### src/rtl/sar_cmp_responder_if.sv
// Bus between the SAR converter (master side) and the comparator responder
// (slave side). Carries the target load request, the SAR trial/done pair,
// the comparator answer and the check statistics.
interface sar_cmp_responder_if #(
  parameter int WIDTH     = 8,
  parameter int CNT_WIDTH = 8
);

  logic [WIDTH-1:0]     target_in;
  logic                 target_load;
  logic [WIDTH-1:0]     trial_code;
  logic                 sar_done;
  logic                 comp_out;
  logic                 busy;
  logic [WIDTH-1:0]     result;
  logic                 result_valid;
  logic                 match;
  logic                 timeout;
  logic [CNT_WIDTH-1:0] pass_cnt;
  logic [CNT_WIDTH-1:0] fail_cnt;

  // Driver side: the SAR plus whoever requests a conversion check.
  modport master (
    output target_in,
    output target_load,
    output trial_code,
    output sar_done,
    input  comp_out,
    input  busy,
    input  result,
    input  result_valid,
    input  match,
    input  timeout,
    input  pass_cnt,
    input  fail_cnt
  );

  // Responder side: answers trials and reports the outcome.
  modport slave (
    input  target_in,
    input  target_load,
    input  trial_code,
    input  sar_done,
    output comp_out,
    output busy,
    output result,
    output result_valid,
    output match,
    output timeout,
    output pass_cnt,
    output fail_cnt
  );

endinterface

### src/rtl/sar_cmp_responder.sv
// Digital stand-in for the analog front end of an 8-bit SAR converter.
// Holds a target code, answers each SAR trial with a registered comparator
// bit (1 = target >= trial), captures the final code on sar_done, compares
// it with the target and keeps saturating pass/fail statistics. A SAR that
// stays in CONVERT for TIMEOUT_CYCLES cycles is counted as a failure.
// TIMEOUT_CYCLES must be at least WIDTH+2 so a healthy SAR always finishes.
//
// Optional build macro SAR_LFSR_EN: when defined, targets come from an
// internal 8-bit Fibonacci LFSR (taps 8,6,5,4, seed 8'hA5) that advances on
// every accepted load, and target_in is ignored.
module sar_cmp_responder #(
  parameter int WIDTH          = 8,
  parameter int CNT_WIDTH      = 8,
  parameter int TIMEOUT_CYCLES = 16
) (
  input logic                clk,
  input logic                rst_n,
  sar_cmp_responder_if.slave bus
);

  // The cycle counter must be able to hold TIMEOUT_CYCLES itself.
  localparam int TW = $clog2(TIMEOUT_CYCLES + 1);
  localparam logic [TW-1:0]        CYC_LAST = TW'(TIMEOUT_CYCLES - 1);
  localparam logic [CNT_WIDTH-1:0] CNT_MAX  = '1;

  typedef enum logic [1:0] {
    IDLE    = 2'd0,
    CONVERT = 2'd1,
    CHECK   = 2'd2
  } state_e;

  state_e               state_q, state_d;
  logic [WIDTH-1:0]     target_q, target_d;
  logic [WIDTH-1:0]     result_q, result_d;
  logic [TW-1:0]        cyc_q, cyc_d;
  logic                 comp_q, comp_d;
  logic                 busy_q, busy_d;
  logic                 valid_q, valid_d;
  logic                 match_q, match_d;
  logic                 timeout_q, timeout_d;
  logic [CNT_WIDTH-1:0] pass_q, pass_d;
  logic [CNT_WIDTH-1:0] fail_q, fail_d;

  // Value latched into the target register when a load is accepted.
  logic [WIDTH-1:0]     load_value;
  logic                 final_match;

  // Counters stop at all-ones instead of wrapping back to zero.
  function automatic logic [CNT_WIDTH-1:0] sat_inc(input logic [CNT_WIDTH-1:0] v);
    return (v == CNT_MAX) ? v : v + 1'b1;
  endfunction

`ifdef SAR_LFSR_EN
  logic [7:0] lfsr_q, lfsr_d;
  logic [7:0] lfsr_next;
  logic       unused_target_in;

  // One Fibonacci step: feedback from bits 8,6,5,4 shifted in at the LSB.
  always_comb begin
    lfsr_next = {lfsr_q[6:0], lfsr_q[7] ^ lfsr_q[5] ^ lfsr_q[4] ^ lfsr_q[3]};
  end

  // Narrower targets take the low LFSR bits, wider ones zero-fill the top.
  assign load_value       = WIDTH'(lfsr_q);
  assign unused_target_in = ^bus.target_in;
`else
  assign load_value = bus.target_in;
`endif

  assign final_match = (bus.trial_code == target_q);

  // Next-state and next-output computation for the IDLE/CONVERT/CHECK flow.
  always_comb begin
    state_d   = state_q;
    target_d  = target_q;
    result_d  = result_q;
    cyc_d     = cyc_q;
    comp_d    = comp_q;
    busy_d    = busy_q;
    valid_d   = 1'b0;
    match_d   = match_q;
    timeout_d = 1'b0;
    pass_d    = pass_q;
    fail_d    = fail_q;
`ifdef SAR_LFSR_EN
    lfsr_d    = lfsr_q;
`endif

    unique case (state_q)
      IDLE: begin
        comp_d = 1'b0;
        busy_d = 1'b0;
        if (bus.target_load) begin
          target_d = load_value;
          cyc_d    = '0;
          busy_d   = 1'b1;
          state_d  = CONVERT;
`ifdef SAR_LFSR_EN
          lfsr_d   = lfsr_next;
`endif
        end
      end

      CONVERT: begin
        comp_d = (target_q >= bus.trial_code);
        cyc_d  = cyc_q + 1'b1;
        if (bus.sar_done) begin
          // Done wins over a timeout landing on the same cycle.
          result_d = bus.trial_code;
          match_d  = final_match;
          valid_d  = 1'b1;
          if (final_match) begin
            pass_d = sat_inc(pass_q);
          end else begin
            fail_d = sat_inc(fail_q);
          end
          state_d = CHECK;
        end else if (cyc_q == CYC_LAST) begin
          timeout_d = 1'b1;
          fail_d    = sat_inc(fail_q);
          comp_d    = 1'b0;
          busy_d    = 1'b0;
          state_d   = IDLE;
        end
      end

      CHECK: begin
        comp_d  = 1'b0;
        busy_d  = 1'b0;
        state_d = IDLE;
      end

      default: begin
        comp_d  = 1'b0;
        busy_d  = 1'b0;
        state_d = IDLE;
      end
    endcase
  end

  // State and registered outputs; reset abandons any conversion in flight.
  always_ff @(posedge clk) begin
    if (!rst_n) begin
      state_q   <= IDLE;
      target_q  <= '0;
      result_q  <= '0;
      cyc_q     <= '0;
      comp_q    <= 1'b0;
      busy_q    <= 1'b0;
      valid_q   <= 1'b0;
      match_q   <= 1'b0;
      timeout_q <= 1'b0;
      pass_q    <= '0;
      fail_q    <= '0;
`ifdef SAR_LFSR_EN
      lfsr_q    <= 8'hA5;
`endif
    end else begin
      state_q   <= state_d;
      target_q  <= target_d;
      result_q  <= result_d;
      cyc_q     <= cyc_d;
      comp_q    <= comp_d;
      busy_q    <= busy_d;
      valid_q   <= valid_d;
      match_q   <= match_d;
      timeout_q <= timeout_d;
      pass_q    <= pass_d;
      fail_q    <= fail_d;
`ifdef SAR_LFSR_EN
      lfsr_q    <= lfsr_d;
`endif
    end
  end

  assign bus.comp_out     = comp_q;
  assign bus.busy         = busy_q;
  assign bus.result       = result_q;
  assign bus.result_valid = valid_q;
  assign bus.match        = match_q;
  assign bus.timeout      = timeout_q;
  assign bus.pass_cnt     = pass_q;
  assign bus.fail_cnt     = fail_q;

endmodule

### src/flat_wrapper.sv
// flat-port wrapper written by rule: the top's interface ports become plain ports
module sar_cmp_responder_flat 
#(
  parameter int WIDTH          = 8,
  parameter int CNT_WIDTH      = 8,
  parameter int TIMEOUT_CYCLES = 16
)
  (clk, rst_n, bus_target_in, bus_target_load, bus_trial_code, bus_sar_done, bus_comp_out, bus_busy, bus_result, bus_result_valid, bus_match, bus_timeout, bus_pass_cnt, bus_fail_cnt);
  sar_cmp_responder_if #(.WIDTH(WIDTH), .CNT_WIDTH(CNT_WIDTH)) bus_i ();
  input logic clk;
  input logic rst_n;
  input wire logic [$bits(bus_i.target_in)-1:0] bus_target_in;
  input wire logic [$bits(bus_i.target_load)-1:0] bus_target_load;
  input wire logic [$bits(bus_i.trial_code)-1:0] bus_trial_code;
  input wire logic [$bits(bus_i.sar_done)-1:0] bus_sar_done;
  output wire logic [$bits(bus_i.comp_out)-1:0] bus_comp_out;
  output wire logic [$bits(bus_i.busy)-1:0] bus_busy;
  output wire logic [$bits(bus_i.result)-1:0] bus_result;
  output wire logic [$bits(bus_i.result_valid)-1:0] bus_result_valid;
  output wire logic [$bits(bus_i.match)-1:0] bus_match;
  output wire logic [$bits(bus_i.timeout)-1:0] bus_timeout;
  output wire logic [$bits(bus_i.pass_cnt)-1:0] bus_pass_cnt;
  output wire logic [$bits(bus_i.fail_cnt)-1:0] bus_fail_cnt;
  assign bus_i.target_in = bus_target_in;
  assign bus_i.target_load = bus_target_load;
  assign bus_i.trial_code = bus_trial_code;
  assign bus_i.sar_done = bus_sar_done;
  assign bus_comp_out = bus_i.comp_out;
  assign bus_busy = bus_i.busy;
  assign bus_result = bus_i.result;
  assign bus_result_valid = bus_i.result_valid;
  assign bus_match = bus_i.match;
  assign bus_timeout = bus_i.timeout;
  assign bus_pass_cnt = bus_i.pass_cnt;
  assign bus_fail_cnt = bus_i.fail_cnt;
  sar_cmp_responder #(.WIDTH(WIDTH), .CNT_WIDTH(CNT_WIDTH), .TIMEOUT_CYCLES(TIMEOUT_CYCLES)) u_core (.clk(clk), .rst_n(rst_n), .bus(bus_i));
endmodule
### config.mk
export PLATFORM = sky130hd
export DESIGN_NAME = sar_cmp_responder_flat
export DESIGN_NICKNAME = d
export VERILOG_FILES = /design/src/rtl/sar_cmp_responder_if.sv /design/src/rtl/sar_cmp_responder.sv /design/src/flat_wrapper.sv
export SDC_FILE = /design/constraint.sdc
export NUM_CORES = 1
export LEC_CHECK = 0
export CAP_MARGIN = 20
export CORE_MARGIN = 5
export CORE_UTILIZATION = 53
export CTS_CLUSTER_DIAMETER = 200
export DETAILED_ROUTE_END_ITERATION = 10
export GPL_TIMING_DRIVEN = 0
export PLACE_DENSITY = 0.84
export SLEW_MARGIN = 10
export SYNTH_ARGS = -nofsm -noshare
export SYNTH_HDL_FRONTEND = slang
export SYNTH_SLANG_ARGS = --single-unit
### constraint.sdc
create_clock -name clk -period 4.7 [get_ports clk]
set_clock_uncertainty 0.05 [all_clocks]
set_input_delay 0.94 -clock clk [delete_from_list [all_inputs] [get_ports clk]]
set_output_delay 0.94 -clock clk [all_outputs]
set_load 0.02 [all_outputs]
After elaboration in Yosys (flattened, before gate mapping) --
Cells that the tools add are included.
Cells by class: $add $sub $neg 3, $lt $le $gt $ge 1, equal/unequal tests 10, muxes and demuxes 18, bitwise logic cells 3, reductions and logical operators 12
Operators with widths (count):
- 8-bit two-way mux | 4
- 8-bit by 1-bit adder with 8-bit output (second input constant) | 2
- 8-bit equality test (second input constant) | 2
- 2-bit AND reduction | 6
- 5-bit case mux with 2 select lines | 1
- 8-bit equality test | 1
- 8-bit >= comparator | 1
- 1-bit two-way mux | 7
- 2-bit two-way mux | 3
- 2-bit != test (second input constant) | 3
- 5-bit by 1-bit adder with 5-bit output (second input constant) | 1
- 5-bit by 4-bit equality test with 1-bit output (second input constant) | 1
- 5-bit two-way mux | 1
- 2-bit case mux with 2 select lines | 1
- 4-bit AND reduction | 1
- 2-bit nonzero test | 2
- 3-bit by 2-bit != test with 1-bit output (second input constant) | 1
- 1-bit inverter | 3
- 3-bit AND reduction | 1
- 3-bit OR reduction | 1
- 2-bit by 1-bit equality test with 1-bit output (second input constant) | 1
- 2-bit logical NOT | 1
- 2-bit by 1-bit != test with 1-bit output (second input constant) | 1
- 1-bit case mux with 2 select lines | 1
Word-level totals: bits in registers 44, input port bits 20, output and inout bits 29, word-level logic and storage cells 58

Depth between registers and ports, before layout --
depth in word-level cells 4, depth in mapped cells 8, mapped depth without buffers 7

Worst setup path after synthesis --
Ideal clock, no wire load.
path kind input to register, start in bus_trial_code[5], end reg u_core.pass_q[5] (netlist: u_core.bus.pass_cnt[5]), data arrival time 2375 ps, path slack 2143 ps, cell stages on the path 7, path through inv_1 > ha_1 > nand4_1 > or3_4 > buf_2 > o41ai_1 > a21oi_1
Between the ends: cells in the longest elaborated chain, start to end 2
RTL lines:
- from (decl) | line flat_wrapper.sv:14 | input wire logic [$bits(bus_i.trial_code)-1:0] bus_trial_code;
- 8-bit equality test | line sar_cmp_responder.sv:70 | assign final_match = (bus.trial_code == target_q);
- 4-bit AND reduction (no source line)
- to (signal assigned) | line sar_cmp_responder.sv:168 | pass_q <= pass_d;
- to (decl) | line sar_cmp_responder.sv:41 | logic [CNT_WIDTH-1:0] pass_q, pass_d;
Every way passes these cells. A chain may end at the register's enable or synchronous reset.

Worst setup path after layout --
start in bus_trial_code[5], end reg u_core.fail_q[7] (netlist: u_core.bus.fail_cnt[7])
Between the ends: cells in the longest elaborated chain, start to end 3
RTL lines:
- 8-bit equality test | line sar_cmp_responder.sv:70
- 2-bit != test (no source line)
- 3-bit AND reduction (no source line)
- to (signal assigned) | line sar_cmp_responder.sv:169 | fail_q <= fail_d;
- to (decl) | line sar_cmp_responder.sv:42 | logic [CNT_WIDTH-1:0] fail_q, fail_d;
Every way passes these cells.

==> results.cfg <==
[status]
status = completed

[timing]
tightest_slew_ns = 0.6415
finalSetupViolCount = 0
slew_violations = 0
setup_tns_ns = 0
rsz0062_at_grt = no
maxSlewHeadroom_pct = 56.56
clock.fmax_mhz = 328.6
min_period_ns = 3.043
finalCritPeriodShare_pct = 64.74
hold_viol_final = 0

[die]
die-area_mm2 = 0.005252
core_mm2 = 0.003716
num_io_pins = 49
die_h_um = 72.47
fp.dieW_um = 72.47
num_rows = 22
initial_core_util_pct = 55.66

[global_route]
antenna_found_initial = 0
grt_pass1_wl_um = 8507
grt_overflow = 0
grt_pass1_vias = 1889
grt_use_total_pct = 20.57
grt_max_degree = 13

[clock_tree]
clockBufferDepth = 2
postCtsSetupBuffers = 0
cts_tree = done
clkTransAtPathRegs_ns = 0.08
cts_num_sinks = 44
cts_resized = 0
cts-root-buf = clkbuf_8
clk_latency_ns = 0.30
cts_buffers = 5
htree_num_levels = 2
cts_hold_buf = 0

[setup_path]
slowest_stage = o311ai_1
r2r-end = u_core.bus.fail_cnt[7]
r2r_setup_slack_ns = 2.49
cp.arrival_ns = 3.17
path_buf_inv = 3
reg2reg_from = u_core.cyc_q[0]
start_kind = input port
crit_fanout = 10
critical_path_class = input port to flop
max_stage_delay_ns = 0.65
ff2ff_path_depth = 8
endpoint_kind = flop
cp_cell_sequence = clkdlybuf4s50_1 > inv_1 > ha_1 > nand4_1 > o311ai_1 > buf_2 > nor4_1 > mux2i_1
critPathCapture = u_core.bus.fail_cnt[7]
cp.depth = 8
path_delay_family = buffers and inverters
crit_required_ns = 4.83
crit_start = bus_trial_code[5]

[placement]
gp_congestion = 0.8204
hpwl_um = 3795
place_area_mm2 = 0.002609
io_buffers = 48

[detailed_routing]
routed_wl_um = 4994
vias = 1960
avgViaCountPerCell = 5.552
drtIter0Drc = 74
drt_pass1_iterations = 4
avgRoutedWirePerCell_um = 14.15
drc_errors = 0
antenna_left = 0

[synthesis]
yosys_warnings = 0
netlist_area_mm2 = 0.002068
synth_cells = 249
avgSynthCellArea_um2 = 8.306
synth.net_count = 281
synth_ff_type = dfxtp_1
synthArstFlopShare_pct = 0
ys_ff_latch = 44
ys_seq_area_share_pct = 42.59
synth_edf_count = 0
ys_types = 40

[job]
cap_violations = 0

[layout]
finalNetCount = 336
layout-drive-gt1-share_pct = 4.918
fin_area_mm2 = 0.002699
area_growth_pct = 30.49
diodes = 0

[power_and_ir_drop]
p_per_area_mw_per_mm2 = 269.7
leakagePower_uw = 0.0009995
ir_drop_mv = 0.2006

[min_path]
hold_depth = 2
hold_class = flop to flop
## worst register-to-register path, delay by kind of cell, from the launching register on
| kind | cells | cell delay [ns] |
|---|---|---|
| buffers and inverters | 1 | 0.24 |
| DFF | 1 | 0.38 |
| and+or+nand+nor | 3 | 0.69 |
| AOI/OAI and AO/OA | 1 | 0.20 |
| muxes | 1 | 0.23 |
| adders and majority gates | 2 | 0.36 |
## power by group
| group | switching, µW | leakage, µW | internal (µW) |
|---|---|---|---|
| logic | 48.9 | 0.000597 | 41.8 |
| registers | 7.44 | 0.000357 | 383 |
| clock network | 127 | 0.0000455 | 120 |
| total | 183 | 0.00100 | 545 |
## through the flow
step                instances  utilization (%)  worst slack, ns  hold WS [ns]  total power (µW)
finish                    353            72.63            1.657        0.4063             727.8
floorplan                 249                -            2.143        0.3641             448.2
CTS                       353            72.63            1.665        0.4070             731.8
detailed placement        345            70.20            1.343        0.3960             489.4
global placement          345            70.20            1.428        0.3873             486.4
global route              353            72.63            1.492        0.4303             760.2
## routing by layer
layer	GRT usage [%]	up-vias	part of all wire, %
li1	-	995	-
met1	24.04	892	44
met2	34.78	61	48
met3	5.679	12	6.2
met4	9.631	0	2.2
met5	0	-	0
## cells in the final DEF (no fill, tap or decap), types with 2 or more instances in the layout
| master | synthesis | layout |
|---|---|---|
| clkbuf_8 | 0 | 6 |
| mux2i_1 | 2 | 2 |
| or4_1 | 8 | 8 |
| clkbuf_1 | 10 | 12 |
| o21ai_0 | 8 | 8 |
| and4_1 | 2 | 2 |
| buf_2 | 2 | 2 |
| nor4_1 | 2 | 2 |
| a21oi_1 | 37 | 37 |
| nand4_1 | 2 | 2 |
| ha_1 | 12 | 12 |
| nand3_1 | 17 | 17 |
| nand2b_1 | 4 | 4 |
| and3_1 | 4 | 4 |
| clkdlybuf4s50_1 | 0 | 48 |
| nand3b_1 | 2 | 2 |
| inv_1 | 15 | 15 |
| o31ai_1 | 7 | 7 |
| nor2_1 | 11 | 11 |
| nor3_1 | 3 | 3 |
| dfxtp_1 | 44 | 44 |
| nand2_1 | 35 | 35 |
| or3_1 | 2 | 2 |
| o41ai_1 | 2 | 2 |
## area by class of cell
class | count | area, µm²
Sequential cell | 44 | 880.8
Tap cell | 48 | 60.06
Buffer | 13 | 55.05
Clock buffer | 8 | 90.09
Multi-Input combinational cell | 177 | 1076
Inverter | 15 | 56.30
Fill cell | 307 | 1017
Timing Repair Buffer | 48 | 480.5
## sequential cells by signal (all words and copies together), names as in the netlist
| register | cells |
|---|---|
| u_core.bus.match | 1 |
| u_core.target_q | 8 |
| u_core.bus.result_valid | 1 |
| u_core.state_q | 2 |
| u_core.cyc_q | 5 |
| u_core.bus.comp_out | 1 |
| u_core.bus.result | 8 |
| u_core.bus.timeout | 1 |
| u_core.bus.busy | 1 |
| u_core.bus.pass_cnt | 8 |
| u_core.bus.fail_cnt | 8 |
## worst min path at each step
stage                                    start                    to  slack [ns]
final                     u_core.bus.result[2]  u_core.bus.result[2]        0.41
after detailed placement  u_core.bus.result[2]  u_core.bus.result[2]        0.40
after CTS                 u_core.bus.result[2]  u_core.bus.result[2]        0.41
after floorplan                u_core.cyc_q[3]       u_core.cyc_q[3]        0.36
after global routing      u_core.bus.result[3]  u_core.bus.result[3]        0.43
after global placement         u_core.cyc_q[3]       u_core.cyc_q[3]        0.39
## cells in the mapped netlist (all sizes together), types with 7 or more instances
library cell,number,share of area [%]
nand2,35,6.4
clkbuf,10,1.8
nand3,17,4.1
inv,15,2.7
a21oi,37,9.0
o31ai,7,2.5
dfxtp,44,43
nor2,11,2.0
o21ai,8,1.9
or4,8,2.9
ha,12,7.3
## cell families after synthesis
logic type                 count (synthesis)  synth area share (%)
adders and majority gates                 12                 7.259
and+or+nand+nor                          100                 25.77
muxes                                      2                0.9680
DFF                                       44                 42.59
buffers and inverters                     28                 5.384
AOI/OAI and AO/OA                         63                 18.03
Power figures use the tool's default switching activity.
